## src/rtl/traffic_light_pkg.sv

```systemverilog
// Shared types, light encodings and default phase durations for the
// intersection controller.
package traffic_light_pkg;

  typedef enum logic [2:0] {
    MAIN_GREEN  = 3'd0,
    MAIN_YELLOW = 3'd1,
    ALL_RED_1   = 3'd2,
    SIDE_GREEN  = 3'd3,
    SIDE_YELLOW = 3'd4,
    ALL_RED_2   = 3'd5,
    PED_WALK    = 3'd6
  } tl_state_t;

  localparam logic [2:0] LIGHT_RED    = 3'b100;
  localparam logic [2:0] LIGHT_YELLOW = 3'b010;
  localparam logic [2:0] LIGHT_GREEN  = 3'b001;

  localparam logic [7:0] MAIN_MIN_T_DEF = 8'd8;
  localparam logic [7:0] YELLOW_T_DEF   = 8'd3;
  localparam logic [7:0] ALL_RED_T_DEF  = 8'd1;
  localparam logic [7:0] SIDE_T_DEF     = 8'd6;
  localparam logic [7:0] PED_T_DEF     = 8'd5;

  typedef struct packed {
    logic [2:0] main_light;
    logic [2:0] side_light;
    logic       walk;
  } tl_lights_t;

  // Unlisted encodings fall back to all-red so no road ever sees a spurious go.
  function automatic tl_lights_t decode_lights(input tl_state_t s);
    tl_lights_t l;
    l = '{main_light: LIGHT_RED, side_light: LIGHT_RED, walk: 1'b0};
    case (s)
      MAIN_GREEN:  l.main_light = LIGHT_GREEN;
      MAIN_YELLOW: l.main_light = LIGHT_YELLOW;
      SIDE_GREEN:  l.side_light = LIGHT_GREEN;
      SIDE_YELLOW: l.side_light = LIGHT_YELLOW;
      PED_WALK:    l.walk       = 1'b1;
      default:     l.walk       = 1'b0;
    endcase
    return l;
  endfunction

endpackage

```

## src/rtl/traffic_light_controller_phase_timer.sv

```systemverilog
// 8-bit phase down-counter: loads a value, decrements to zero, then holds.
module phase_timer #(
  parameter logic [7:0] RESET_VALUE = 8'd0
) (
  input  logic       clk,
  input  logic       reset,
  input  logic       load,
  input  logic [7:0] load_value,
  output logic       zero
);

  logic [7:0] count_r;

  // Counter register: load wins over decrement, and zero is sticky until reloaded.
  always_ff @(posedge clk or posedge reset) begin
    if (reset) begin
      count_r <= RESET_VALUE;
    end else if (load) begin
      count_r <= load_value;
    end else if (count_r != 8'd0) begin
      count_r <= count_r - 8'd1;
    end else begin
      count_r <= count_r;
    end
  end

  assign zero = (count_r == 8'd0);

endmodule

```

## src/rtl/traffic_light_controller.sv

```systemverilog
// Two-road intersection controller with pedestrian walk phase; Moore FSM
// sequenced by a single phase timer.
module traffic_light_controller
  import traffic_light_pkg::*;
#(
  parameter logic [7:0] MAIN_MIN_T = MAIN_MIN_T_DEF,
  parameter logic [7:0] YELLOW_T   = YELLOW_T_DEF,
  parameter logic [7:0] ALL_RED_T  = ALL_RED_T_DEF,
  parameter logic [7:0] SIDE_T     = SIDE_T_DEF,
  parameter logic [7:0] PED_T      = PED_T_DEF
) (
  input  logic       clk,
  input  logic       reset,
  input  logic       pedestrian_button,
  input  logic       traffic_sensor,
  output logic [2:0] main_light,
  output logic [2:0] side_light,
  output logic       pedestrian_signal
);

  tl_state_t  state_r;
  tl_state_t  next_state_s;
  logic       ped_req_r;
  logic       timer_zero_s;
  logic       load_s;
  logic [7:0] load_value_s;
  tl_lights_t lights_r;

  // Timer reload value: the counter runs duration-1 down to 0, so a phase
  // lasts exactly its duration in cycles.
  function automatic logic [7:0] phase_reload(input tl_state_t s);
    logic [7:0] d;
    case (s)
      MAIN_GREEN:  d = MAIN_MIN_T;
      MAIN_YELLOW: d = YELLOW_T;
      SIDE_YELLOW: d = YELLOW_T;
      ALL_RED_1:   d = ALL_RED_T;
      ALL_RED_2:   d = ALL_RED_T;
      SIDE_GREEN:  d = SIDE_T;
      PED_WALK:    d = PED_T;
      default:     d = MAIN_MIN_T;
    endcase
    return d - 8'd1;
  endfunction

  phase_timer #(
    .RESET_VALUE(MAIN_MIN_T - 8'd1)
  ) u_phase_timer (
    .clk        (clk),
    .reset      (reset),
    .load       (load_s),
    .load_value (load_value_s),
    .zero       (timer_zero_s)
  );

  // Next-state logic; once main green is left the sequence runs to completion.
  always_comb begin
    next_state_s = state_r;
    case (state_r)
      MAIN_GREEN: begin
        if (timer_zero_s && (ped_req_r || traffic_sensor)) begin
          next_state_s = MAIN_YELLOW;
        end else begin
          next_state_s = MAIN_GREEN;
        end
      end
      MAIN_YELLOW: begin
        if (timer_zero_s) begin
          next_state_s = ALL_RED_1;
        end else begin
          next_state_s = MAIN_YELLOW;
        end
      end
      ALL_RED_1: begin
        if (timer_zero_s && ped_req_r) begin
          next_state_s = PED_WALK;
        end else if (timer_zero_s) begin
          next_state_s = SIDE_GREEN;
        end else begin
          next_state_s = ALL_RED_1;
        end
      end
      SIDE_GREEN: begin
        if (timer_zero_s) begin
          next_state_s = SIDE_YELLOW;
        end else begin
          next_state_s = SIDE_GREEN;
        end
      end
      SIDE_YELLOW: begin
        if (timer_zero_s) begin
          next_state_s = ALL_RED_2;
        end else begin
          next_state_s = SIDE_YELLOW;
        end
      end
      ALL_RED_2, PED_WALK: begin
        if (timer_zero_s) begin
          next_state_s = MAIN_GREEN;
        end else begin
          next_state_s = state_r;
        end
      end
      default: next_state_s = MAIN_GREEN;
    endcase
  end

  assign load_s       = (next_state_s != state_r);
  assign load_value_s = phase_reload(next_state_s);

  // State register and output register, updated together from the next state.
  always_ff @(posedge clk or posedge reset) begin
    if (reset) begin
      state_r  <= MAIN_GREEN;
      lights_r <= decode_lights(MAIN_GREEN);
    end else begin
      state_r  <= next_state_s;
      lights_r <= decode_lights(next_state_s);
    end
  end

  // Pedestrian request latch; presses during the walk itself are ignored.
  always_ff @(posedge clk or posedge reset) begin
    if (reset) begin
      ped_req_r <= 1'b0;
    end else if (load_s && (next_state_s == PED_WALK)) begin
      ped_req_r <= 1'b0;
    end else if (pedestrian_button && (state_r != PED_WALK)) begin
      ped_req_r <= 1'b1;
    end else begin
      ped_req_r <= ped_req_r;
    end
  end

  assign main_light        = lights_r.main_light;
  assign side_light        = lights_r.side_light;
  assign pedestrian_signal = lights_r.walk;

endmodule

```

## config.mk

```make
export PLATFORM = sky130hd
export DESIGN_NAME = traffic_light_controller
export DESIGN_NICKNAME = d
export VERILOG_FILES = /design/src/rtl/traffic_light_pkg.sv /design/src/rtl/traffic_light_controller_phase_timer.sv /design/src/rtl/traffic_light_controller.sv
export SDC_FILE = /design/constraint.sdc
export NUM_CORES = 1
export LEC_CHECK = 0
export CORE_MARGIN = 4
export CORE_UTILIZATION = 47
export DETAILED_ROUTE_END_ITERATION = 12
export HOLD_SLACK_MARGIN = 0.03
export PLACE_DENSITY_LB_ADDON = 0.05
export SLEW_MARGIN = 5
export SYNTH_ARGS = -nofsm -noshare
export SYNTH_HDL_FRONTEND = slang
export SYNTH_HIERARCHICAL = 1
export SYNTH_SLANG_ARGS = --single-unit
```

## constraint.sdc

```tcl
create_clock -name clk -period 3.9 [get_ports clk]
set_input_delay 0.78 -clock clk [delete_from_list [all_inputs] [get_ports clk]]
set_output_delay 0.78 -clock clk [all_outputs]
set_load 0.1 [all_outputs]
```

==> results of run 1 <==
==> flip-flops by register name, summed over array words and instances, names as in the netlist <==
register / cells
side_light: 3
state_r: 3
main_light: 3
pedestrian_signal: 1
ped_req_r: 1
u_phase_timer/count_r: 8
==> cell families after synthesis <==
| group | Yosys count | share of synthesized area [%] |
|---|---|---|
| AND/OR/NAND/NOR | 39 | 17.8 |
| AO/OA/AOI/OAI | 34 | 22.8 |
| flip-flops | 19 | 40.6 |
| buffers and inverters | 18 | 8.02 |
| adder cells (fa/ha/maj) | 5 | 4.96 |
| XOR/XNOR | 5 | 3.69 |
| multiplexers | 2 | 1.79 |
| other | 1 | 0.316 |
==> metal layers <==
metal / GRT usage, % / vias to the layer above
li1: - / 455
met1: 18.7 / 439
met2: 23.9 / 23
met3: 4.23 / 6
met4: 4.64 / 0
met5: 0 / -
==> area by class of cell <==
type / count / area [um^2] / share of cell area (%)
multi-input combinational: 86 / 609 / 46.6
clock buffer: 4 / 26.3 / 2.01
inverter: 11 / 41.3 / 3.15
timing repair buffer: 12 / 115 / 8.80
tap: 28 / 35.0 / 2.68
sequential: 19 / 482 / 36.8
==> power by group <==
part / internal, mW / leakage (nW) / switching, mW
logic: 0.242 / 0.304 / 0.438
clock network: 0.0396 / 0.0150 / 0.0568
registers: 0.292 / 0.234 / 0.0807
total: 0.573 / 0.553 / 0.575
==> worst paths after layout <==
kind	slack, ps	end	from
min	600	u_phase_timer/count_r[6]	u_phase_timer/count_r[6]
max	620	u_phase_timer/count_r[4]	u_phase_timer/count_r[0]
min in group asynchronous	760	u_phase_timer/count_r[6]	reset
min reg2reg	600	u_phase_timer/count_r[6]	u_phase_timer/count_r[6]
max reg2reg	620	u_phase_timer/count_r[4]	u_phase_timer/count_r[0]
max in group asynchronous	2760	side_light[2]	reset
==> synthesized netlist by cell type, types with 2 or more instances <==
| library cell | count |
|---|---|
| o211ai_1 | 2 |
| nor2b_1 | 2 |
| a31oi_1 | 3 |
| and3_1 | 3 |
| dfstp_2 | 5 |
| buf_6 | 3 |
| nor3_1 | 5 |
| xnor2_1 | 4 |
| nand2_1 | 6 |
| nor2_1 | 11 |
| inv_1 | 11 |
| o31ai_1 | 3 |
| o21ai_0 | 7 |
| and2b_2 | 2 |
| ha_1 | 3 |
| a21oi_1 | 5 |
| o41ai_1 | 2 |
| dfrtp_1 | 14 |
| a221o_1 | 2 |
==> layout by cell type, fill, tap and decap left out, types with 2 or more instances in the layout <==
cell             instances
nor2b_1                  2
nand2_1                  6
xnor2_1                  4
buf_4                    2
o21ai_0                  7
and3_1                   3
a221o_1                  2
inv_1                   11
and2b_2                  2
nor2_1                  11
nor3_1                   5
a21oi_1                  5
ha_1                     3
dfrtp_1                 14
dfstp_2                  5
o41ai_1                  2
o211ai_1                 2
clkbuf_4                 3
a31oi_1                  3
clkdlybuf4s50_1         10
o31ai_1                  3
==> per-stage QoR <==
stage / instances / hold WS (ps) / worst slack [ps]
after floorplan: 123 / 541 / 974
after global placement: 156 / 564 / 735
after detailed placement: 156 / 584 / 671
after CTS: 160 / 600 / 622
after global routing: 160 / 629 / 397
final: 160 / 599 / 616
==> worst max-delay path, cell delays in order, from the launching register on <==
cell and delay [ps]:
dfstp_2 400, inv_1 70, ha_1 230, or4b_1 610, nor2_2 360, buf_4 230
o41ai_2 70, nand2_1 120, and3_1 310, xnor2_1 150, ha_1 200, o21ai_0 90
a21oi_1 150, nand2b_1 120, o31a_1 120
==> impl_metrics.env, run 1 <==
export IMPL_fmax_mhz=304
export IMPL_setup_tns_ps=0
export IMPL_gp_congestion=0.799
export IMPL_slew_viol_final=0
export IMPL_holdPathStages=2
export IMPL_cts_setup_buffers=0
export IMPL_cts_inserted_buffers=3
export IMPL_layout_cell_area_non_filler_mm2=0.00131
export IMPL_startpoint_type="flop"
export IMPL_drt_iter0_drc=11
export IMPL_top_layer="met4"
export IMPL_min_period_over_period_pct=84.2
export IMPL_die_x_um=58.2
export IMPL_clk_path_buf_depth=2
export IMPL_ff2ff_path_depth=14
export IMPL_cts_root_buf="clkbuf_4"
export IMPL_cts_hold_buf=0
export IMPL_synth_main_ff_cell="dfrtp_1"
export IMPL_wl_met1_um=1100
export IMPL_power_density_mw_per_mm2=878
export IMPL_clock_sinks=19
export IMPL_yosysWarnings=6
export IMPL_post_drt_via_cell_ratio=5.77
export IMPL_cts_clk_slew_worst_paths_ps=110
export IMPL_setup_viol_count_final=0
export IMPL_critPathMaxFanout=9
export IMPL_drtPass1Iterations=4
export IMPL_hold_viol_final=0
export IMPL_grt_max_degree=18
export IMPL_cts_resized=0
export IMPL_drive_gt1_share_pct=16.7
export IMPL_hp_class="flop to flop"
export IMPL_n_fill_cell=215
export IMPL_arrival_ps=3520
export IMPL_power_total_mw=1.15
export IMPL_nets=140
export IMPL_netlist_top_cells_area="dfrtp_1 (30%), dfstp_2 (11%), inv_1 (3.5%)"
export IMPL_route_met3_wl_um=106
export IMPL_area_delta_synth_final_pct=10.3
export IMPL_outcome="complete, no violations"
export IMPL_syn_inst=123
export IMPL_clk_latency_ps=290
export IMPL_yosysUniqueCellTypes=49
export IMPL_path_class="flop to flop"
export IMPL_met2_length_um=1030
export IMPL_grt_ovfl_total=0
export IMPL_cellLeakagePower_nw=0.553
export IMPL_ir_drop_mv=0.651
export IMPL_routed_wirelength_um=2270
export IMPL_maxSlewHeadroom_pct=35.0
export IMPL_ys_ff_latch=19
export IMPL_cts_tree="built"
export IMPL_die_y_um=58.2
export IMPL_finalClockSkew_ps=9.37
export IMPL_syn_area_mm2=0.00119
export IMPL_start_util_pct=51.6
export IMPL_grt_pass1_wl_um=3860
export IMPL_avgRoutedWirePerCell_um=14.2
export IMPL_drcViolationCount=0
export IMPL_dr_total_vias=923
export IMPL_htreeDepth=1
export IMPL_finish_utilization_pct=57.0
export IMPL_min_period_ps=3280
export IMPL_critPathRequiredTime_ps=4140
export IMPL_tightest_slew_ps=971
export IMPL_synth_nets=130
export IMPL_maxCapViolCount=0
export IMPL_grt_pass1_vias=886
export IMPL_synth_top_cell_area_share_pct=29.5
export IMPL_diodes=0
export IMPL_cp_end_kind="flop"
export IMPL_portBuffers=10
export IMPL_synth_edf_count=0
export IMPL_synth_async_reset_ratio_pct=100
export IMPL_ant_nets=0
export IMPL_synth_top_cell_by_area="dfrtp_1"
export IMPL_dieArea_mm2=0.00339
export IMPL_post_dp_cell_area_mm2=0.00128
export IMPL_postSynthAreaPerCell_um2=9.64
export IMPL_num_io_pins=11
export IMPL_hpwlAfterDp_um=1690
export IMPL_grt_antenna_before_repair=0
export IMPL_rsz0062_at_grt="no"
export IMPL_grt_total_usage_pct=14.7
export IMPL_core_mm2=0.00230
export IMPL_ys_seq_area_share_pct=40.6
export IMPL_rows=17
(Power assumes the default switching activity.)
==> run 2, diff against run 1 <==
- clock period: 3.9 -> 3.15 ns (I/O delays scaled with it)
==> impl_metrics.env, run 2 (synthesis gave the netlist of run 1 again) <==
export IMPL_finalClockSkew_ps=8.16
export IMPL_p_switching_mw=0.722
export IMPL_clk_path_buf_depth=2
export IMPL_regMostFlops="u_phase_timer/count_r"
export IMPL_clock_sinks=19
export IMPL_drive_gt1_share_pct=23.7
export IMPL_cellLeakagePower_nw=0.578
export IMPL_outcome="complete, no violations"
export IMPL_final_common_cell="dfrtp_1"
export IMPL_startpoint_type="flop"
export IMPL_fmax_mhz=345
export IMPL_largest_reg_flops=8
export IMPL_p_int_mw=0.720
export IMPL_grt_ovfl_total=0
export IMPL_routed_wirelength_um=2310
export IMPL_dieArea_mm2=0.00339
export IMPL_grt_antenna_before_repair=0
export IMPL_clkPwrFrac_pct=8.5
export IMPL_portBuffers=10
export IMPL_diodes=0
export IMPL_cts_tree="built"
export IMPL_setup_tns_ps=0
export IMPL_grt_total_usage_pct=15.0
export IMPL_start_util_pct=51.6
export IMPL_rsz0062_at_grt="no"
export IMPL_maxCapViolCount=0
export IMPL_grt_max_degree=18
export IMPL_num_io_pins=11
export IMPL_cp_end_kind="flop"
export IMPL_hold_viol_final=0
export IMPL_dr_total_vias=932
export IMPL_ir_drop_mv=0.735
export IMPL_cp_slowest_stage_delay_ps=510
export IMPL_pwr_share_seq_pct=32.0
export IMPL_min_period_ps=2900
export IMPL_power_density_mw_per_mm2=1090
export IMPL_maxSlewHeadroom_pct=58.8
export IMPL_arrival_ps=3140
export IMPL_die_y_um=58.2
export IMPL_area_delta_synth_final_pct=11.2
export IMPL_crit_path_frequent_cell="ha_1"
export IMPL_htreeDepth=1
export IMPL_swShare_pct=50.1
export IMPL_power_total_mw=1.44
export IMPL_grt_pass1_vias=876
export IMPL_nets=143
export IMPL_cp_slowest_cell="or4b_1"
export IMPL_cts_setup_buffers=0
export IMPL_drt_iter0_drc=18
export IMPL_hpwlAfterDp_um=1780
export IMPL_slew_viol_final=0
export IMPL_setup_viol_count_final=0
export IMPL_min_period_over_period_pct=92.0
export IMPL_post_drt_via_cell_ratio=5.72
export IMPL_ant_nets=0
export IMPL_cts_resized=0
export IMPL_clk_latency_ps=290
export IMPL_core_mm2=0.00230
export IMPL_hp_class="flop to flop"
export IMPL_tightest_slew_ps=609
export IMPL_path_class="flop to flop"
export IMPL_post_dp_cell_area_mm2=0.00129
export IMPL_drtPass1Iterations=4
export IMPL_p_comb_share_pct=59.5
export IMPL_cts_root_buf="clkbuf_4"
export IMPL_critPathRequiredTime_ps=3390
export IMPL_rows=17
export IMPL_avgRoutedWirePerCell_um=14.2
export IMPL_die_x_um=58.2
export IMPL_cts_hold_buf=0
export IMPL_layout_common_cells="dfrtp_1 (14), buf_4 (12), inv_1 (11), nor2_1 (11), o21ai_0 (7)"
export IMPL_worstPathCellList="inv_1, ha_1, or4b_1, nor2_4, buf_4, nand2_1, and3_1, o21bai_1, ha_1, o21ai_0, a21oi_1, nand2b_1, o31a_1"
export IMPL_layout_cell_area_non_filler_mm2=0.00132
export IMPL_drcViolationCount=0
export IMPL_cts_inserted_buffers=3
export IMPL_critPathMaxFanout=9
export IMPL_cts_clk_slew_worst_paths_ps=110
export IMPL_gp_congestion=0.808
export IMPL_grt_pass1_wl_um=3910
## run 2: layer usage
| layer | up-vias | share of wire [%] | global-route usage, % |
|---|---|---|---|
| li1 | 462 | - | - |
| met1 | 443 | 48 | 19.6 |
| met2 | 21 | 46 | 22.9 |
| met3 | 6 | 4.2 | 3.79 |
| met4 | 0 | 1.6 | 7.28 |
| met5 | - | 0 | 0 |
## run 2: final cells by class
type / count / area (um^2)
fillers: 206 / 978
flip-flops and latches: 19 / 482
inverters: 11 / 41.3
well taps: 28 / 35.0
repair buffers: 15 / 120
multi-input cells: 86 / 614
clock buffers: 4 / 26.3
## run 2: per-stage QoR
step / setup slack (ps) / util, % / std cells / hold slack, ps
after global placement: 170 / 56.0 / 159 / 568
final: 252 / 57.4 / 163 / 602
after CTS: 99.9 / 57.2 / 163 / 610
after global routing: 8.59 / 57.4 / 163 / 626
after detailed placement: 124 / 56.0 / 159 / 593
after floorplan: 224 / - / 123 / 444
## run 2: critical path: cells and delay by family (launching register included)
| kind | cells | cell delay (ps) |
|---|---|---|
| and+or+nand+nor | 5 | 1260 |
| AOI/OAI and AO/OA | 4 | 570 |
| DFF | 1 | 400 |
| adders and majority gates | 2 | 360 |
| buffers and inverters | 2 | 270 |
## run 2: power groups by stage
stage | clock [mW] | combinational, mW | sequential (mW)
after CTS | 0.127 | 0.858 | 0.460
after global placement | 0 | 0.843 | 0.463
after global routing | 0.140 | 0.939 | 0.477
after floorplan | 0 | 0.498 | 0.654
after detailed placement | 0 | 0.856 | 0.464
final | 0.123 | 0.858 | 0.461
## run 2: worst paths after layout
check,start,to,slack (ps),cells after the start
setup / recovery,u_phase_timer/count_r[0],u_phase_timer/count_r[4],250,13
hold / removal,u_phase_timer/count_r[6],u_phase_timer/count_r[6],600,2
setup reg to reg,u_phase_timer/count_r[0],u_phase_timer/count_r[4],250,13
hold reg to reg,u_phase_timer/count_r[6],u_phase_timer/count_r[6],600,2
max in group asynchronous,reset,side_light[2],2180,2
min in group asynchronous,reset,u_phase_timer/count_r[7],610,2
==> patch 1: new RTL, settings of run 2 <==
Register the inputs `pedestrian_button` and `traffic_sensor` before use. The logic sees them one clock later.
--- a/src/rtl/traffic_light_controller.sv
+++ b/src/rtl/traffic_light_controller.sv
@@ -17,6 +17,14 @@
   output logic [2:0] side_light,
   output logic       pedestrian_signal
 );
+
+  logic pedestrian_button_q;
+  logic traffic_sensor_q;
+
+  always_ff @(posedge clk) begin
+    pedestrian_button_q <= pedestrian_button;
+    traffic_sensor_q    <= traffic_sensor;
+  end
 
   tl_state_t  state_r;
   tl_state_t  next_state_s;
@@ -58,7 +66,7 @@
     next_state_s = state_r;
     case (state_r)
       MAIN_GREEN: begin
-        if (timer_zero_s && (ped_req_r || traffic_sensor)) begin
+        if (timer_zero_s && (ped_req_r || traffic_sensor_q)) begin
           next_state_s = MAIN_YELLOW;
         end else begin
           next_state_s = MAIN_GREEN;
@@ -125,7 +133,7 @@
       ped_req_r <= 1'b0;
     end else if (load_s && (next_state_s == PED_WALK)) begin
       ped_req_r <= 1'b0;
-    end else if (pedestrian_button && (state_r != PED_WALK)) begin
+    end else if (pedestrian_button_q && (state_r != PED_WALK)) begin
       ped_req_r <= 1'b1;
     end else begin
       ped_req_r <= ped_req_r;
Formal check against the unedited RTL: not equivalent (a bounded check fails within 10 cycles, from zero or initial values and one cycle with reset high).
==> patch 1 against run 2 <==
- synthesized area increased by 4.6%
- largest power group unchanged
- routed wire length increased by 0.61%
- setup slack improved by 0.0068 ns
- power increased by 4.8%
- synthesized cell count increased by 6.5%
- sequential cell count increased by 2
- sequential share of layout area increased by 1.0 points
- cell area increased by 5.4%
- utilization decreased by 1.8 points
==> patch 1: results (changes against run 2) <==
| Metric | Value |
|---|---|
| Seq/Total Area, Yosys | 42.0% (was 40.6%) |
| Syn nets | 138 (was 130) |
| Min-delay src | pedestrian_button_q (was u_phase_timer/count_r[6]) |
| Top cells by count, synth | dfrtp_1 (14), nor2_1 (12), a21oi_1 (9), inv_1 (9), nand2_1 (7) (was dfrtp_1 (14), inv_1 (11), nor2_1 (11)) |
| Placed Area | 1360 µm² (was 1290 µm²) |
| Peak VDD IR | 0.596 mV (was 0.735 mV) |
| Grt met1 use | 21.6% (was 19.6%) |
| Status | finished clean (unchanged) |
| DRT Pass-1 Iters | 4 (unchanged) |
| Cts bufs inserted | 3 (unchanged) |
| Largest Register | u_phase_timer/count_r (unchanged) |
| Placed insts | 169 (was 159) |
| DP HPWL | 1800 µm (was 1780 µm) |
| DRT Wirelength | 2330 µm (was 2310 µm) |
| FFs w/ async S/R, synth | 90.5% (was 100%) |
| Logic pwr share | 59.0% (was 59.5%) |
| # port buffers | 10 (unchanged) |
| P_int | 751 µW (was 720 µW) |
| Fin cells | 173 (was 163) |
| Worst Reg2Reg Path Length in Cells | 14 (was 13) |
| Vias | 956 (was 932) |
| Leakage Power | 0.594 nW (was 0.578 nW) |
| Top post-synthesis cells by area | dfrtp_1 (28%), dfstp_2 (11%), a21oi_1 (3.6%), nor2_1 (3.6%), dfxtp_1 (3.2%) (was dfrtp_1 (30%), dfstp_2 (11%), inv_1 (3.5%), nor2_1 (3.5%), ha_1 (3.2%)) |
| Post-CTS Setup Bufs | 0 (unchanged) |
| Routed Antenna Nets | 0 (unchanged) |
| Synth cell types | 50 (was 49) |
| Met3 GRT Util | 3.92% (was 3.79%) |
| Worst rel slew slack | 62.8% (was 58.8%) |
| Nets | 151 (was 143) |
| Pwr dens | 1090 nW/µm² (about the same) |
| GRT Util Overall | 14.8% (was 15.0%) |
| Synth Instances | 131 (was 123) |
| Final Skew | 0.00517 ns (was 0.00816 ns) |
| DRT iter0 DRCs | 23 (was 18) |
| FILL cells | 229 (was 206) |
| Pre-CTS WS | 0.268 ns (was 0.124 ns) |
| Data arrival, critical path | 3.13 ns (was 3.14 ns) |
| Share of layout cells above drive strength 1 | 23.8% (was 23.7%) |
| GPL Wtd Cong | 0.914 (was 0.808) |
| Crit Reg-Reg Endpoint | u_phase_timer/count_r[4] (unchanged) |
| Initial antenna violation count | 0 (unchanged) |
| Hold Path Sink | ped_req_r (was u_phase_timer/count_r[6]) |
| Worst-skew pair later-pin latency | 0.30 ns |
| Cts repair resizes | 0 (unchanged) |
| First-pass GRT wire length | 3980 µm (was 3910 µm) |
| Worst hold stages | 2 (unchanged) |
| CP Launch Point | u_phase_timer/count_r[0] (unchanged) |
| Worst-path maximum fanout | 9 (unchanged) |
| GR Util met2 | 22.5% (was 22.9%) |
| Final hold slack | 0.516 ns (was 0.602 ns) |
| Vias in the first global route | 870 (was 876) |
[patch 1: metal layers]
metal  vias to the layer above  wire length (µm)
li1                        482                 -
met1                       446              1160
met2                        26               996
met3                         2               155
met4                         0                15
met5                         -                 0
[patch 1: kinds of logic (layout without fill, tap and decap cells)]
| kind of cell | after synthesis | after routing | synth area share, % |
|---|---|---|---|
| simple gates | 46 | 46 | 19.8 |
| compound gates | 36 | 36 | 22.8 |
| flops | 21 | 21 | 42.0 |
| buf+inv | 17 | 29 | 6.65 |
| fa+ha+maj | 5 | 5 | 4.74 |
| xor+xnor | 3 | 3 | 2.12 |
| mux | 2 | 2 | 1.61 |
| other cells | 1 | 1 | 0.302 |
[patch 1: area by class of cell]
type | count | area [µm²] | area share [%]
clock buffers | 3 | 22.5 | 1.62
well taps | 30 | 37.5 | 2.70
inverters | 9 | 33.8 | 2.43
flip-flops and latches | 21 | 522 | 37.5
repair buffers | 16 | 128 | 9.18
multi-input cells | 93 | 642 | 46.2
clock inverters | 1 | 5.00 | 0.360
[patch 1: worst max path at each step]
stage	slack, ns	to
after floorplan	0.28	u_phase_timer/count_r[4]
after global placement	0.28	u_phase_timer/count_r[4]
after detailed placement	0.27	u_phase_timer/count_r[4]
after CTS	0.22	u_phase_timer/count_r[4]
after global routing	0.05	u_phase_timer/count_r[4]
final	0.26	u_phase_timer/count_r[4]
[patch 1: critical path, delay by kind of cell, from the launching register on]
family / cells / cell delay [ns]
and+or+nand+nor: 5 / 1.09
AOI/OAI and AO/OA: 4 / 0.55
DFF: 1 / 0.40
adders and majority gates: 2 / 0.38
buffers and inverters: 2 / 0.25
muxes: 1 / 0.19
==> patch 2: new RTL, settings of run 2 <==
Made on the original files. Make the reset (`reset`) synchronous in 3 clocked blocks.
--- a/src/rtl/traffic_light_controller_phase_timer.sv
+++ b/src/rtl/traffic_light_controller_phase_timer.sv
@@ -12,7 +12,7 @@
   logic [7:0] count_r;
 
   // Counter register: load wins over decrement, and zero is sticky until reloaded.
-  always_ff @(posedge clk or posedge reset) begin
+  always_ff @(posedge clk) begin
     if (reset) begin
       count_r <= RESET_VALUE;
     end else if (load) begin
--- a/src/rtl/traffic_light_controller.sv
+++ b/src/rtl/traffic_light_controller.sv
@@ -109,7 +109,7 @@
   assign load_value_s = phase_reload(next_state_s);
 
   // State register and output register, updated together from the next state.
-  always_ff @(posedge clk or posedge reset) begin
+  always_ff @(posedge clk) begin
     if (reset) begin
       state_r  <= MAIN_GREEN;
       lights_r <= decode_lights(MAIN_GREEN);
@@ -120,7 +120,7 @@
   end
 
   // Pedestrian request latch; presses during the walk itself are ignored.
-  always_ff @(posedge clk or posedge reset) begin
+  always_ff @(posedge clk) begin
     if (reset) begin
       ped_req_r <= 1'b0;
     end else if (load_s && (next_state_s == PED_WALK)) begin
Behaviour: differs if reset is asserted again (counterexample within 10 cycles, from zero or initial values and one cycle with reset high); with reset held inactive, the same outputs for 10 cycles.
==> patch 2 against run 2 <==
- sequential share of layout area is 6.5 points lower
- count of clock-buffer cells in the layout fell by 1
- cell area fell by 3.8%
- sequential cell count unchanged
- synthesized area is 2.4% lower
- critical endpoint is now u_phase_timer/count_r[3]
- routed wire length grew 2.1%
- synthesized cell count up 15%
- setup slack improved by 0.047 ns
- critical path depth is 2 lower
Power is not compared: it rests on default switching activity, and its combinational part moved more than twofold at a synthesized area within 25%.
==> patch 2: results (changes against run 2) <==
| Metric | Value |
|---|---|
| XOR/XNOR share of the synthesized area | 2.27% (was 3.69%) |
| Worst Reg2Reg Path Length in Cells | 11 (was 13) |
| FILL cells | 217 (was 206) |
| Placed Area | 1240 µm² (was 1290 µm²) |
| Largest net degree at the start of global routing | 21 (was 18) |
| Register Area | 380 µm² (was 482 µm²) |
| Routed wl met2 | 1000 µm (was 1070 µm) |
| Fraction of area in non-clock buffers | 8.88% (was 9.11%) |
| Status | finished clean (unchanged) |
| Most used DFF post-synth | dfxtp_1 (was dfrtp_1) |
| Synth cell types | 51 (was 49) |
| Adder-cell share of the synthesized area | 3.24% (was 4.96%) |
| Data arrival, critical path | 3.04 ns (was 3.14 ns) |
| Placed insts | 173 (was 159) |
| Vias | 1043 (was 932) |
| Metal3 WL | 115 µm (was 96 µm) |
| Fin cells | 177 (was 163) |
| DP HPWL | 1720 µm (was 1780 µm) |
| Mux cell area share after synthesis | 0.865% (was 1.79%) |
| Area fraction in compound gates after synthesis | 28.0% (was 22.8%) |
| Clock buf count | 3 (was 4) |
| Top post-synthesis cells by area | dfxtp_1 (33%), nor2_1 (5.8%), a21oi_1 (4.8%), ha_1 (3.2%), o21ai_0 (3.0%) (was dfrtp_1 (30%), dfstp_2 (11%), inv_1 (3.5%), nor2_1 (3.5%), ha_1 (3.2%)) |
| Buffers, non-clock | 14 (was 15) |
| Fraction of area in multi-input gates | 54.1% (was 46.6%) |
| Final Skew | 0.00178 ns (was 0.00816 ns) |
| Syn nets | 148 (was 130) |
| GPL Wtd Cong | 0.847 (was 0.808) |
| Metal-1 WL | 1210 µm (was 1110 µm) |
| Seq/Total Area, Yosys | 32.9% (was 40.6%) |
| FFs w/ async S/R, synth | 0% (was 100%) |
| Slew @ Worst Pin | 0.671 ns (was 0.609 ns) |
| Share of layout cells above drive strength 1 | 16.8% (was 23.7%) |
| Worst-path maximum fanout | 11 (was 9) |
| Seq_cells | 19 (unchanged) |
| First-pass GRT wire length | 4310 µm (was 3910 µm) |
| Pre-CTS WS | 0.356 ns (was 0.124 ns) |
| Top cells by count, synth | dfxtp_1 (19), nor2_1 (18), a21oi_1 (11) (was dfrtp_1 (14), inv_1 (11), nor2_1 (11)) |
patch 2: changes by cell type after synthesis, moves of 4 or more:
| cell | change |
|---|---|
| inv_1 | -4 |
| a21oi_1 | +6 |
| dfrtp_1 | -14 |
| dfxtp_1 | +19 |
| nor2_1 | +7 |
| dfstp_2 | -5 |
patch 2: routing by layer:
metal / up-vias / GRT usage (%)
li1: 525 / -
met1: 488 / 22.2
met2: 26 / 24.4
met3: 4 / 4.68
met4: 0 / 5.63
met5: - / 0
patch 2: path summary, 6_finish.rpt:
check                                         startpoint                       end  slack, ns
worst min register to register  u_phase_timer/count_r[1]  u_phase_timer/count_r[1]       0.54
worst min-delay path            u_phase_timer/count_r[1]  u_phase_timer/count_r[1]       0.54
worst max register to register  u_phase_timer/count_r[3]  u_phase_timer/count_r[3]       0.30
worst max-delay path            u_phase_timer/count_r[3]  u_phase_timer/count_r[3]       0.30
patch 2: worst min-delay path, cell delays in order, from the launching register on:
cell and delay [ns]:
dfxtp_1 0.36, nand3_1 0.07, o311ai_0 0.09
